===== src/rtl/mem_arbiter.sv =====
// mem_arbiter: arbitrates instruction and data requests onto a single-port RAM.
// Data has priority, with a starvation limit for instruction fetch and a bounded retry count on RAM errors.
module mem_arbiter #(
  parameter int STARVE_MAX = 4,
  parameter int MAX_RETRY  = 3
) (
  input  logic        CLK,
  input  logic        nRST,
  input  logic        iREN,
  input  logic [31:0] iaddr,
  output logic [31:0] iload,
  output logic        iwait,
  input  logic        dREN,
  input  logic        dWEN,
  input  logic [31:0] daddr,
  input  logic [31:0] dstore,
  output logic [31:0] dload,
  output logic        dwait,
  output logic        ramREN,
  output logic        ramWEN,
  output logic [31:0] ramaddr,
  output logic [31:0] ramstore,
  input  logic [31:0] ramload,
  input  logic [1:0]  ramstate,
  output logic        memerr
);
  localparam int SW = $clog2(STARVE_MAX + 1);
  localparam int RW = $clog2(MAX_RETRY + 1);

  typedef enum logic [1:0] {IDLE, IACC, DACC} state_t;

  state_t        state;
  logic [31:0]   addr_r, store_r;
  logic          wen_r;
  logic [SW-1:0] starve_cnt;
  logic [RW-1:0] retry_cnt;

  logic        dreq, grant_i, grant_d, own_req, live, is_err, forced, done;
  logic [31:0] load;

  assign dreq    = dREN | dWEN;
  assign grant_i = iREN && (!dreq || starve_cnt == SW'(STARVE_MAX));
  assign grant_d = dreq && !grant_i;
  assign own_req = (state == IACC) ? iREN : dreq;
  // live is low in IDLE and on the abort cycle, silencing the RAM port
  assign live    = (state != IDLE) && own_req;
  assign is_err  = ramstate == 2'd3;
  assign forced  = live && is_err && retry_cnt == RW'(MAX_RETRY - 1);
  assign done    = live && (ramstate == 2'd2 || forced);
  assign load    = (ramstate == 2'd2) ? ramload : '0;

  assign ramREN   = live && !wen_r;
  assign ramWEN   = live && wen_r;
  assign ramaddr  = live ? addr_r : '0;
  assign ramstore = live ? store_r : '0;
  assign iload    = (done && state == IACC) ? load : '0;
  assign dload    = (done && state == DACC) ? load : '0;
  assign iwait    = iREN && !(done && state == IACC);
  assign dwait    = dreq && !(done && state == DACC);

  always_ff @(posedge CLK or negedge nRST) begin
    if (!nRST) begin
      state      <= IDLE;
      addr_r     <= '0;
      store_r    <= '0;
      wen_r      <= 1'b0;
      starve_cnt <= '0;
      retry_cnt  <= '0;
      memerr     <= 1'b0;
    end else begin
      starve_cnt <= !iREN ? '0
                  : (state == IDLE && grant_i) ? '0
                  : (state == IDLE && grant_d && starve_cnt != SW'(STARVE_MAX)) ? starve_cnt + 1'b1
                  : starve_cnt;
      if (forced) memerr <= 1'b1;
      if (state == IDLE) begin
        if (grant_i) begin
          state   <= IACC;
          addr_r  <= iaddr;
          store_r <= '0;
          wen_r   <= 1'b0;
        end else if (grant_d) begin
          state   <= DACC;
          addr_r  <= daddr;
          store_r <= dstore;
          wen_r   <= dWEN;
        end
      end else if (!own_req || done) begin
        state     <= IDLE;
        retry_cnt <= '0;
      end else if (is_err) begin
        retry_cnt <= retry_cnt + 1'b1;
      end
    end
  end
endmodule

===== config.mk =====
export PLATFORM = sky130hd
export DESIGN_NAME = mem_arbiter
export DESIGN_NICKNAME = d
export VERILOG_FILES = /design/src/rtl/mem_arbiter.sv
export SDC_FILE = /design/constraint.sdc
export NUM_CORES = 1
export LEC_CHECK = 0
export ABC_AREA = 1
export BUFFER_PORTS_ARGS = -buffer_cell sky130_fd_sc_hd__buf_2
export CAP_MARGIN = 20
export CORE_ASPECT_RATIO = 2
export CORE_MARGIN = 5
export CORE_UTILIZATION = 43
export DETAILED_ROUTE_END_ITERATION = 16
export GPL_TIMING_DRIVEN = 0
export PLACE_DENSITY = 0.81
export SETUP_SLACK_MARGIN = 0.02
export SLEW_MARGIN = 20
export SYNTH_ARGS = -nofsm -noshare
export SYNTH_HDL_FRONTEND = slang
export SYNTH_SLANG_ARGS = --single-unit

===== constraint.sdc =====
create_clock -name CLK -period 1.8 [get_ports CLK]
set_input_delay 0.36 -clock CLK [delete_from_list [all_inputs] [get_ports CLK]]
set_output_delay 0.36 -clock CLK [all_outputs]
set_load 0.1 [all_outputs]

==> out/qor.json, run 1 <==
{
  "yosys": {
    "area_share_of_the_largest_cell_type_after_synthesis_pct": 43.69,
    "mapped_nets": 739,
    "syn-mean-instance-area_um2": 6.958,
    "synth.yosys.warnings": 0,
    "share_of_flip_flops_with_an_asynchronous_set_or_reset_after_synthesis_pct": 100.0,
    "yosys_register_bits": 73,
    "syn_area_um2": 4182,
    "post_synth_num_cell_types": 23,
    "synth-edff-count": 0,
    "post_synth_main_area_contributors": "sky130_fd_sc_hd__dfrtp_1 (44%), sky130_fd_sc_hd__nor2_1 (15%), sky130_fd_sc_hd__nand3_1 (8.4%), sky130_fd_sc_hd__nand2_1 (7.6%), sky130_fd_sc_hd__inv_1 (7.0%)",
    "sequential_cell_area_fraction_in_the_yosys_report_pct": 43.69,
    "synth_common_cells": "sky130_fd_sc_hd__nor2_1 (165), sky130_fd_sc_hd__nand2_1 (85), sky130_fd_sc_hd__inv_1 (78)",
    "yosysTopAreaCell": "sky130_fd_sc_hd__dfrtp_1",
    "syn-instance-count": 601,
    "synth_flop_cell": "sky130_fd_sc_hd__dfrtp_1",
    "synth.most_common_cell": "sky130_fd_sc_hd__nor2_1"
  },
  "placement": {
    "finalWeightedCongestion": 0.8674,
    "detailed_place_hpwl_um": 13530,
    "io_buffers": 267
  },
  "floorplan": {
    "top_ports": 268,
    "die_x_um": 79.73,
    "placementRows": 51,
    "die_height_um": 149.5,
    "initial_utilization_pct": 43.40
  },
  "clock_network": {
    "cts.hold.buffers_added": 1,
    "clock_sink_count": 73,
    "cts_setup_buffers": 17,
    "cts-resized-gates": 573,
    "htree_num_levels": 3,
    "cts-root-buf": "sky130_fd_sc_hd__clkbuf_16",
    "clock_buffer_count_from_cts": 9,
    "clock_path_buffers": 2
  },
  "outcome": {
    "stop_stage": "clock tree synthesis",
    "outcome": "did not finish",
    "first-error": "[ERROR DPL-0038] Utilization greater than 100%, impossible to legalize"
  }
}
==> kinds of logic after synthesis <==
family	share of synthesized area, %
flops	43.69
compound gates	10.26
buf+inv	12.90
simple gates	32.05
xor+xnor	0.2095
fa+ha+maj	0.8978
==> per-stage QoR <==
| step | area, µm² | setup WS [ps] | setup TNS (ps) | hold slack (ps) | std cells |
|---|---|---|---|---|---|
| 3_5_place_dp | 6822 | -598.3 | -65690 | 316.0 | 1001 |
| 2_1_floorplan | 5298 | -322.9 | -37000 | 64.41 | 601 |
| 3_3_place_gp | 6799 | -575.0 | -62010 | 457.1 | 1000 |
==> run 2, diff against run 1 <==
- CORE_ASPECT_RATIO: 2 -> not set
- CORE_UTILIZATION: 43 -> 31
- PLACE_DENSITY: 0.81 -> not set
- PLACE_DENSITY_LB_ADDON: not set -> 0.15
- SETUP_SLACK_MARGIN: 0.02 -> not set
==> run 2 against run 1 <==
  * The flow now finishes, with violations (setup timing)
  * Area after synthesis stayed put
  * Synthesized cell count unchanged
==> out/qor.json, run 2 <==
{
  "outcome": {
    "outcome": "finished, violations left",
    "violations": "setup timing"
  },
  "clock_network": {
    "htree_num_levels": {"value": 3, "change": "unchanged"},
    "clock_sink_count": {"value": 73, "change": "unchanged"},
    "cts-root-buf": "sky130_fd_sc_hd__clkbuf_16",
    "clock_path_buffers": {"value": 2, "change": "unchanged"},
    "worst_setup_hold_path_clk_slew_ps": 60,
    "tritoncts": "built",
    "clock_buffer_count_from_cts": {"value": 9, "change": "unchanged"},
    "insertion_delay_ps": 340
  },
  "yosys": {
    "synth_common_cells": "sky130_fd_sc_hd__nor2_1 (165), sky130_fd_sc_hd__nand2_1 (85), sky130_fd_sc_hd__inv_1 (78)",
    "yosys_register_bits": {"value": 73, "change": "unchanged"},
    "syn_area": {"value": 4182, "unit": "µm²", "change": "unchanged"},
    "syn-mean-instance-area": {"value": 6.958, "unit": "µm²", "change": "unchanged"},
    "sequential_cell_area_fraction_in_the_yosys_report": {"value": 43.69, "unit": "%", "change": "unchanged"},
    "yosysTopAreaCell": "sky130_fd_sc_hd__dfrtp_1",
    "syn-instance-count": {"value": 601, "change": "unchanged"},
    "area_share_of_the_largest_cell_type_after_synthesis": {"value": 43.69, "unit": "%", "change": "unchanged"},
    "synth.most_common_cell": "sky130_fd_sc_hd__nor2_1",
    "synth.yosys.warnings": {"value": 0, "change": "unchanged"},
    "share_of_flip_flops_with_an_asynchronous_set_or_reset_after_synthesis": {"value": 100.0, "unit": "%", "change": "unchanged"},
    "post_synth_num_cell_types": {"value": 23, "change": "unchanged"},
    "mapped_nets": {"value": 739, "change": "unchanged"},
    "synth-edff-count": {"value": 0, "change": "unchanged"},
    "post_synth_main_area_contributors": "sky130_fd_sc_hd__dfrtp_1 (44%), sky130_fd_sc_hd__nor2_1 (15%), sky130_fd_sc_hd__nand3_1 (8.4%), sky130_fd_sc_hd__nand2_1 (7.6%), sky130_fd_sc_hd__inv_1 (7.0%)",
    "synth_flop_cell": "sky130_fd_sc_hd__dfrtp_1"
  },
  "placement": {
    "preCtsSetupSlack": {"value": -602.4, "unit": "ps", "change": "-4.034 ps"},
    "detailed_place_hpwl": {"value": 12240, "unit": "µm", "change": "-9.5%"},
    "io_buffers": {"value": 267, "change": "unchanged"},
    "finalWeightedCongestion": {"value": 0.7894, "change": "-9.0%"}
  },
  "setup_path": {
    "crit_path_cell_trace": "inv_2 > ha_4 > inv_2 > a21oi_4 > nand3b_4 > buf_12 > buf_12 > nor2_4 > buf_12",
    "cp_common_cell": "sky130_fd_sc_hd__buf_12",
    "regToRegEndpoint": "addr_r[6]",
    "startpoint_type": "flop",
    "crit_path_max_fanout": 5,
    "timing.rr.start": "state[1]",
    "critPathMaxStageDelay_ps": 400,
    "r2r_setup_slack_ps": 20,
    "category_of_the_most_critical_setup_path": "reg2out",
    "cp-end-kind": "output pin",
    "critical_path.slowest_cell": "sky130_fd_sc_hd__dfrtp_1",
    "worst_r2r_path_depth": 8,
    "required_ps": 1440,
    "worst-endpoint-arrival_ps": 2010
  },
  "floorplan": {
    "top_ports": {"value": 268, "change": "unchanged"},
    "placementRows": {"value": 42, "change": "-18%"},
    "initial_utilization": {"value": 31.58, "unit": "%", "change": "-12 points"},
    "core_region_area_um2": 13240,
    "die_x": {"value": 126.1, "unit": "µm", "change": "+58%"},
    "die_height": {"value": 126.1, "unit": "µm", "change": "-16%"},
    "fp.dieArea_um2": 15910
  },
  "layout": {
    "finish.utilization_pct": 73.37,
    "final_cell_mix": "sky130_fd_sc_hd__buf_12 (145), sky130_fd_sc_hd__buf_2 (142), sky130_fd_sc_hd__nor2_4 (132)",
    "finish.net_count": 1050,
    "mostFrequentLayoutCell": "sky130_fd_sc_hd__buf_12",
    "layout_top_registers": "addr_r (32), store_r (32), starve_cnt (3)",
    "drive_above_1_share_pct": 54.69,
    "syn_to_final_growth_pct": 132.4
  },
  "power": {
    "power.combinational.fraction_pct": 75.8,
    "p_sw_mw": 10.41,
    "sw_frac_of_total_pct": 54.84,
    "power_density_nw_per_um2": 1953,
    "power.sequential.fraction_pct": 14.4,
    "vdd_ir_drop_max_v": 0.001504,
    "power.share.clock_pct": 9.8,
    "internal-power_mw": 8.570,
    "static-leakage-power_nw": 4.270
  },
  "global_routing": {
    "grt.total_usage_pct": 24.66,
    "first_pass_grt_wire_length_um": 31210,
    "globalRouteOverflowTotal": 0,
    "grt_pass1_vias": 5629,
    "maximum_number_of_pins_on_one_net_before_global_route_repair": 50,
    "antenna_violations_before_repair": 1
  },
  "routing": {
    "detail_route.drc_violations": 0,
    "drt-vias-per-instance": 4.847,
    "drt_iter0_drc": 291,
    "drt.antenna.violating_nets": 0,
    "final_routed_wire_length_divided_by_cell_count_um": 18.26,
    "via_count": 5298,
    "postRouteWirelength_um": 19960,
    "firstDrtPassIters": 5
  },
  "hold_path": {
    "timing.hold.worst.class": "in2reg",
    "holdPathEnd": "store_r[4]",
    "hold_path.startpoint": "dstore[4]",
    "holdPathStages": 3
  },
  "sta": {
    "timing.max_slew.rel_slack_pct": 60.80,
    "final_hold_vio_count": 0,
    "layout_worst_path_cycle_share_pct": 131.5,
    "finalHoldWorstSlack_ps": 259.4,
    "worst_clock_skew_ps": 7.055,
    "max_slew.worst_pin.slew_ps": 588.0,
    "post-route-min-period_ps": 2367,
    "report.final.slew_viol_count": 0,
    "finalSetupViolCount": 132,
    "rsz0062_at_grt": "yes",
    "worst_slack_ps": -567.4,
    "setup_total_negative_slack_ps": -64500,
    "fmaxAchievable_mhz": 422.4
  },
  "job": {
    "maxCapViolations": 0
  }
}
-- run 2: how the worst max path moves through the flow --
| stage | start | to | slack (ps) |
|---|---|---|---|
| finish | retry_cnt[0] | iload[9] | -570 |
| floorplan | state[1] | ramstore[10] | -320 |
| global placement | ramstate[1] | iload[9] | -610 |
| CTS | state[1] | ramaddr[20] | -570 |
| global route | state[1] | iload[9] | -650 |
| detailed placement | ramstate[1] | iload[9] | -600 |
-- run 2: power groups by stage --
stage               registers (mW)  logic [mW]  clock network [mW]
floorplan                     2.76        9.16                   0
global placement              2.73        10.7                   0
detailed placement            2.75        10.8                   0
CTS                           2.72        14.1                1.90
global route                  2.83        15.0                1.95
finish                        2.74        14.4                1.86
-- run 2: kinds of logic after synthesis --
| kind of cell | synth area share, % |
|---|---|
| AND/OR/NAND/NOR | 32.05 |
| buffers and inverters | 12.90 |
| AO/OA/AOI/OAI | 10.26 |
| flip-flops | 43.69 |
| adder cells (fa/ha/maj) | 0.8978 |
| XOR/XNOR | 0.2095 |
-- run 2: layout make-up --
cell class / count / area, µm²
Fill cell: 910 / 3526
Antenna cell: 1 / 2.502
Inverter: 80 / 309.0
Multi-Input combinational cell: 404 / 2856
Tap cell: 176 / 220.2
Clock buffer: 11 / 252.7
Clock inverter: 4 / 51.30
Timing Repair Buffer: 301 / 3780
Buffer: 43 / 416.7
Sequential cell: 73 / 1828
-- run 2: timing repair --
item | CTS | global route
gates cloned | 6 | 2
hold endpoints to repair | 24 | 0
pin swaps | 18 | 18
hold buffers | 1 | 0
resized for setup | 567 | 28
setup endpoints to repair | 181 | 198
setup buffers | 18 | 9
-- run 2: critical path: cells and delay by family, from the launching register on --
family | cells | cell delay, ps
buf+inv | 5 | 640
flops | 1 | 400
simple gates | 2 | 280
compound gates | 1 | 210
fa+ha+maj | 1 | 130
-- run 2: per-layer routing --
metal | track usage (%) | share of wire (%)
met1 | 28.22 | 38
met4 | 8.454 | 2.5
met2 | 44.13 | 53
met5 | 0 | 0
met3 | 6.859 | 7.1
-- run 2: through the flow --
| stage | area (µm²) | cells | power (mW) |
|---|---|---|---|
| floorplan | 5298 | 601 | 11.93 |
| global placement | 6854 | 1044 | 13.48 |
| detailed placement | 6884 | 1045 | 13.52 |
| CTS | 9619 | 1085 | 18.68 |
| global route | 9717 | 1093 | 19.78 |
| finish | 9717 | 1093 | 18.98 |
Note: power is estimated with default switching activity, not from simulation.
==> run 3, diff against run 2 <==
- ABC_AREA: 1 -> 0
- SETUP_SLACK_MARGIN: not set -> 0.5
==> run 3 against run 2 <==
  * The flow still finishes with violations (setup timing)
  * Worst hold slack lost 20 ps
  * Core utilization grew 4.5 points
  * Cell count shrank 7.9%
==> out/qor.json, run 3 <==
{
  "yosys": {
    "syn_area": {"value": 4309, "unit": "µm²", "change": "+3.1%"},
    "yosys_register_bits": {"value": 73, "change": "unchanged"},
    "post_synth_main_area_contributors": "sky130_fd_sc_hd__dfrtp_1 (42%), sky130_fd_sc_hd__a21oi_2 (13%), sky130_fd_sc_hd__and2_1 (9.6%), sky130_fd_sc_hd__and3_1 (9.3%), sky130_fd_sc_hd__a22o_1 (6.5%)",
    "synth.yosys.warnings": {"value": 0, "change": "unchanged"},
    "synth-edff-count": {"value": 0, "change": "unchanged"},
    "share_of_flip_flops_with_an_asynchronous_set_or_reset_after_synthesis": {"value": 100.0, "unit": "%", "change": "unchanged"},
    "yosysTopAreaCell": "sky130_fd_sc_hd__dfrtp_1",
    "synth_flop_cell": "sky130_fd_sc_hd__dfrtp_1",
    "synth_common_cells": "sky130_fd_sc_hd__dfrtp_1 (73), sky130_fd_sc_hd__and2_1 (66), sky130_fd_sc_hd__a21oi_2 (64), sky130_fd_sc_hd__and3_1 (64)",
    "mapped_nets": {"value": 591, "change": "-20%"},
    "syn-instance-count": {"value": 453, "change": "-25%"},
    "synth.most_common_cell": "sky130_fd_sc_hd__dfrtp_1",
    "sequential_cell_area_fraction_in_the_yosys_report": {"value": 42.39, "unit": "%", "change": "-1.3 points"},
    "syn-mean-instance-area": {"value": 9.512, "unit": "µm²", "change": "+37%"},
    "area_share_of_the_largest_cell_type_after_synthesis": {"value": 42.39, "unit": "%", "change": "-1.3 points"},
    "post_synth_num_cell_types": {"value": 39, "change": "+70%"}
  },
  "sta": {
    "setup_total_negative_slack": {"value": -62430, "unit": "ps", "change": "+2075 ps"},
    "rsz0062_at_grt": "yes",
    "worst_clock_skew": {"value": 12.73, "unit": "ps", "change": "+5.676 ps"},
    "max_slew.worst_pin.slew": {"value": 442.6, "unit": "ps", "change": "-145.5 ps"},
    "timing.max_slew.rel_slack": {"value": 70.50, "unit": "%", "change": "+9.7 points"},
    "report.final.slew_viol_count": {"value": 0, "change": "unchanged"},
    "post-route-min-period": {"value": 2321, "unit": "ps", "change": "-46.67 ps"},
    "fmaxAchievable": {"value": 430.9, "unit": "MHz", "change": "+2.0%"},
    "worst_slack": {"value": -520.7, "unit": "ps", "change": "+46.67 ps"},
    "final_hold_vio_count": {"value": 0, "change": "unchanged"},
    "layout_worst_path_cycle_share": {"value": 128.9, "unit": "%", "change": "-2.6 points"},
    "finalSetupViolCount": {"value": 205, "change": "+55%"},
    "finalHoldWorstSlack": {"value": 239.5, "unit": "ps", "change": "-19.92 ps"}
  },
  "hold_path": {
    "hold_path.startpoint": "dstore[6]",
    "timing.hold.worst.class": "in2reg",
    "holdPathEnd": "store_r[6]",
    "holdPathStages": {"value": 2, "change": "-1"}
  },
  "clock_network": {
    "htree_num_levels": {"value": 3, "change": "unchanged"},
    "cts-root-buf": "sky130_fd_sc_hd__clkbuf_16",
    "clock_path_buffers": {"value": 2, "change": "unchanged"},
    "insertion_delay": {"value": 340, "unit": "ps", "change": "about the same"},
    "clock_sink_count": {"value": 73, "change": "unchanged"},
    "worst_setup_hold_path_clk_slew": {"value": 60, "unit": "ps", "change": "about the same"},
    "tritoncts": "built",
    "clock_buffer_count_from_cts": {"value": 9, "change": "unchanged"}
  },
  "routing": {
    "drt_iter0_drc": {"value": 165, "change": "-43%"},
    "drt.antenna.violating_nets": {"value": 0, "change": "unchanged"},
    "via_count": {"value": 4951, "change": "-6.5%"},
    "postRouteWirelength": {"value": 20070, "unit": "µm", "change": "+0.55%"},
    "firstDrtPassIters": {"value": 4, "change": "-1"},
    "final_routed_wire_length_divided_by_cell_count": {"value": 19.93, "unit": "µm", "change": "+9.1%"},
    "detail_route.drc_violations": {"value": 0, "change": "unchanged"},
    "drt-vias-per-instance": {"value": 4.917, "change": "+1.4%"}
  },
  "setup_path": {
    "timing.rr.start": "state[1]",
    "cp-end-kind": "output pin",
    "worst-endpoint-arrival": {"value": 1960, "unit": "ps", "change": "-50 ps"},
    "r2r_setup_slack": {"value": -260, "unit": "ps", "change": "-280 ps"},
    "category_of_the_most_critical_setup_path": "reg2out",
    "required": {"value": 1440, "unit": "ps", "change": "about the same"},
    "crit_path_max_fanout": {"value": 5, "change": "unchanged"},
    "critical_path.slowest_cell": "sky130_fd_sc_hd__dfrtp_1",
    "crit_path_cell_trace": "inv_1 > ha_2 > inv_2 > a21boi_4 > and2b_4 > buf_6 > and3_4 > buf_12",
    "startpoint_type": "flop",
    "worst_r2r_path_depth": {"value": 14, "change": "+6"},
    "kind_of_cell_adding_the_most_delay_to_the_critical_path": "simple AND/OR/NAND/NOR gates",
    "critical_path_buf_inv_count": {"value": 4, "change": "-1"},
    "critPathMaxStageDelay": {"value": 380, "unit": "ps", "change": "-20 ps"},
    "regToRegEndpoint": "store_r[20]"
  },
  "floorplan": {
    "die_x": {"value": 127.9, "unit": "µm", "change": "+1.4%"},
    "die_height": {"value": 127.9, "unit": "µm", "change": "+1.4%"},
    "fp.dieArea": {"value": 16360, "unit": "µm²", "change": "+2.8%"},
    "top_ports": {"value": 268, "change": "unchanged"},
    "placementRows": {"value": 43, "change": "+2.4%"},
    "initial_utilization": {"value": 31.29, "unit": "%", "change": "-0.29 points"},
    "core_region_area": {"value": 13770, "unit": "µm²", "change": "+4.0%"}
  },
  "global_routing": {
    "grt.total_usage": {"value": 23.49, "unit": "%", "change": "-1.2 points"},
    "globalRouteOverflowTotal": {"value": 0, "change": "unchanged"},
    "antenna_violations_before_repair": {"value": 0, "change": "-1"},
    "grt_pass1_vias": {"value": 5399, "change": "-4.1%"},
    "first_pass_grt_wire_length": {"value": 30330, "unit": "µm", "change": "-2.8%"},
    "maximum_number_of_pins_on_one_net_before_global_route_repair": {"value": 46, "change": "-8.0%"}
  },
  "layout": {
    "drive_above_1_share": {"value": 78.96, "unit": "%", "change": "+24 points"},
    "finish.utilization": {"value": 77.85, "unit": "%", "change": "+4.5 points"},
    "layout_top_registers": "addr_r (32), store_r (32), starve_cnt (3)",
    "mostFrequentLayoutCell": "sky130_fd_sc_hd__buf_12",
    "final_cell_mix": "sky130_fd_sc_hd__buf_12 (151), sky130_fd_sc_hd__buf_2 (134), sky130_fd_sc_hd__dfrtp_1 (71)",
    "syn_to_final_growth_pct": 148.8,
    "fin_area": {"value": 10720, "unit": "µm²", "change": "+10%"},
    "inserted_diodes": {"value": 0, "change": "-1"},
    "total_of_fill_cells_in_the_finished_design": {"value": 804, "change": "-12%"},
    "finish.net_count": {"value": 960, "change": "-8.6%"},
    "finish.cell_count_without_fillers": {"value": 1007, "change": "-7.9%"}
  },
  "power": {
    "total_power": {"value": 21.12, "unit": "mW", "change": "+11%"},
    "power_density": {"value": 1969, "unit": "nW/µm²", "change": "+0.84%"},
    "static-leakage-power": {"value": 4.789, "unit": "nW", "change": "+12%"},
    "vdd_ir_drop_max": {"value": 0.001577, "unit": "V", "change": "+4.9%"}
  },
  "placement": {
    "preCtsSetupSlack": {"value": -570.1, "unit": "ps", "change": "+32.29 ps"},
    "dpl_cell_area": {"value": 6633, "unit": "µm²", "change": "-3.7%"},
    "finalWeightedCongestion": {"value": 0.9037, "change": "+14%"},
    "post-place-cells": {"value": 901, "change": "-14%"},
    "detailed_place_hpwl": {"value": 11630, "unit": "µm", "change": "-5.0%"},
    "io_buffers": {"value": 267, "change": "unchanged"}
  },
  "outcome": {
    "violations": "setup timing",
    "outcome": "finished, violations left"
  },
  "job": {
    "maxCapViolations": {"value": 0, "change": "unchanged"}
  }
}
[run 3: cell count changes in the layout (fill, tap and decap cells not counted), moves of 33 or more]
cell | before | now
sky130_fd_sc_hd__buf_6 | 8 | 45
sky130_fd_sc_hd__and2_4 | 0 | 66
sky130_fd_sc_hd__nand3_1 | 70 | 0
sky130_fd_sc_hd__nor2_4 | 132 | 10
sky130_fd_sc_hd__inv_1 | 73 | 1
sky130_fd_sc_hd__o21ai_0 | 35 | 2
sky130_fd_sc_hd__a21oi_2 | 1 | 34
sky130_fd_sc_hd__and3_4 | 0 | 64
sky130_fd_sc_hd__nand2_1 | 79 | 34
[run 3: worst max path at each step]
| stage | start | to | depth (start not counted) |
|---|---|---|---|
| detailed placement | retry_cnt[0] | iload[22] | 8 |
| global placement | retry_cnt[0] | iload[22] | 8 |
| finish | retry_cnt[0] | iload[24] | 8 |
| global route | retry_cnt[0] | iload[7] | 8 |
| floorplan | retry_cnt[0] | iload[10] | 7 |
| CTS | retry_cnt[0] | iload[22] | 8 |
[run 3: layout make-up]
cell class | instances | area [µm²] | share of cell area (%)
Buffer | 42 | 634.4 | 5.916
Clock buffer | 12 | 256.5 | 2.392
Clock inverter | 4 | 51.30 | 0.4784
Inverter | 4 | 15.01 | 0.1400
Multi-Input combinational cell | 335 | 3166 | 29.52
Sequential cell | 73 | 1829 | 17.06
Tap cell | 180 | 225.2 | 2.100
Timing Repair Buffer | 357 | 4546 | 42.39
[run 3: kinds of logic after synthesis]
family,Yosys count,synth area share [%]
AO/OA/AOI/OAI,117,23.14
adder cells (fa/ha/maj),3,0.8712
buffers and inverters,46,6.446
flip-flops,73,42.39
AND/OR/NAND/NOR,214,27.15
[run 3: metal layers]
layer  vias to the layer above  wire length, µm  global-route usage, %  share of wire (%)
met5                         -                0                      0                  0
met4                         0              490                  8.614                2.4
met3                        39             1280                  5.250                6.4
met2                       202            10660                  42.27                 53
met1                      2400             7640                  27.21                 38
li1                       2310                -                      -                  -
[run 3: what timing repair did]
item / in CTS / in global routing
endpoints found under the hold margin: 28 / 0
gates cloned: 23 / 3
gates resized for setup: 654 / 67
setup buffers: 53 / 10
pin swaps: 30 / 25
setup endpoints to repair: 205 / 206
hold buffers: 1 / 0
[run 3: where the power goes]
group	leakage (nW)	internal (mW)	switching (mW)
Combinational	3.77	7.40	8.91
Sequential	0.869	2.42	0.527
Clock	0.149	1.15	0.703
Total	4.79	11.0	10.1
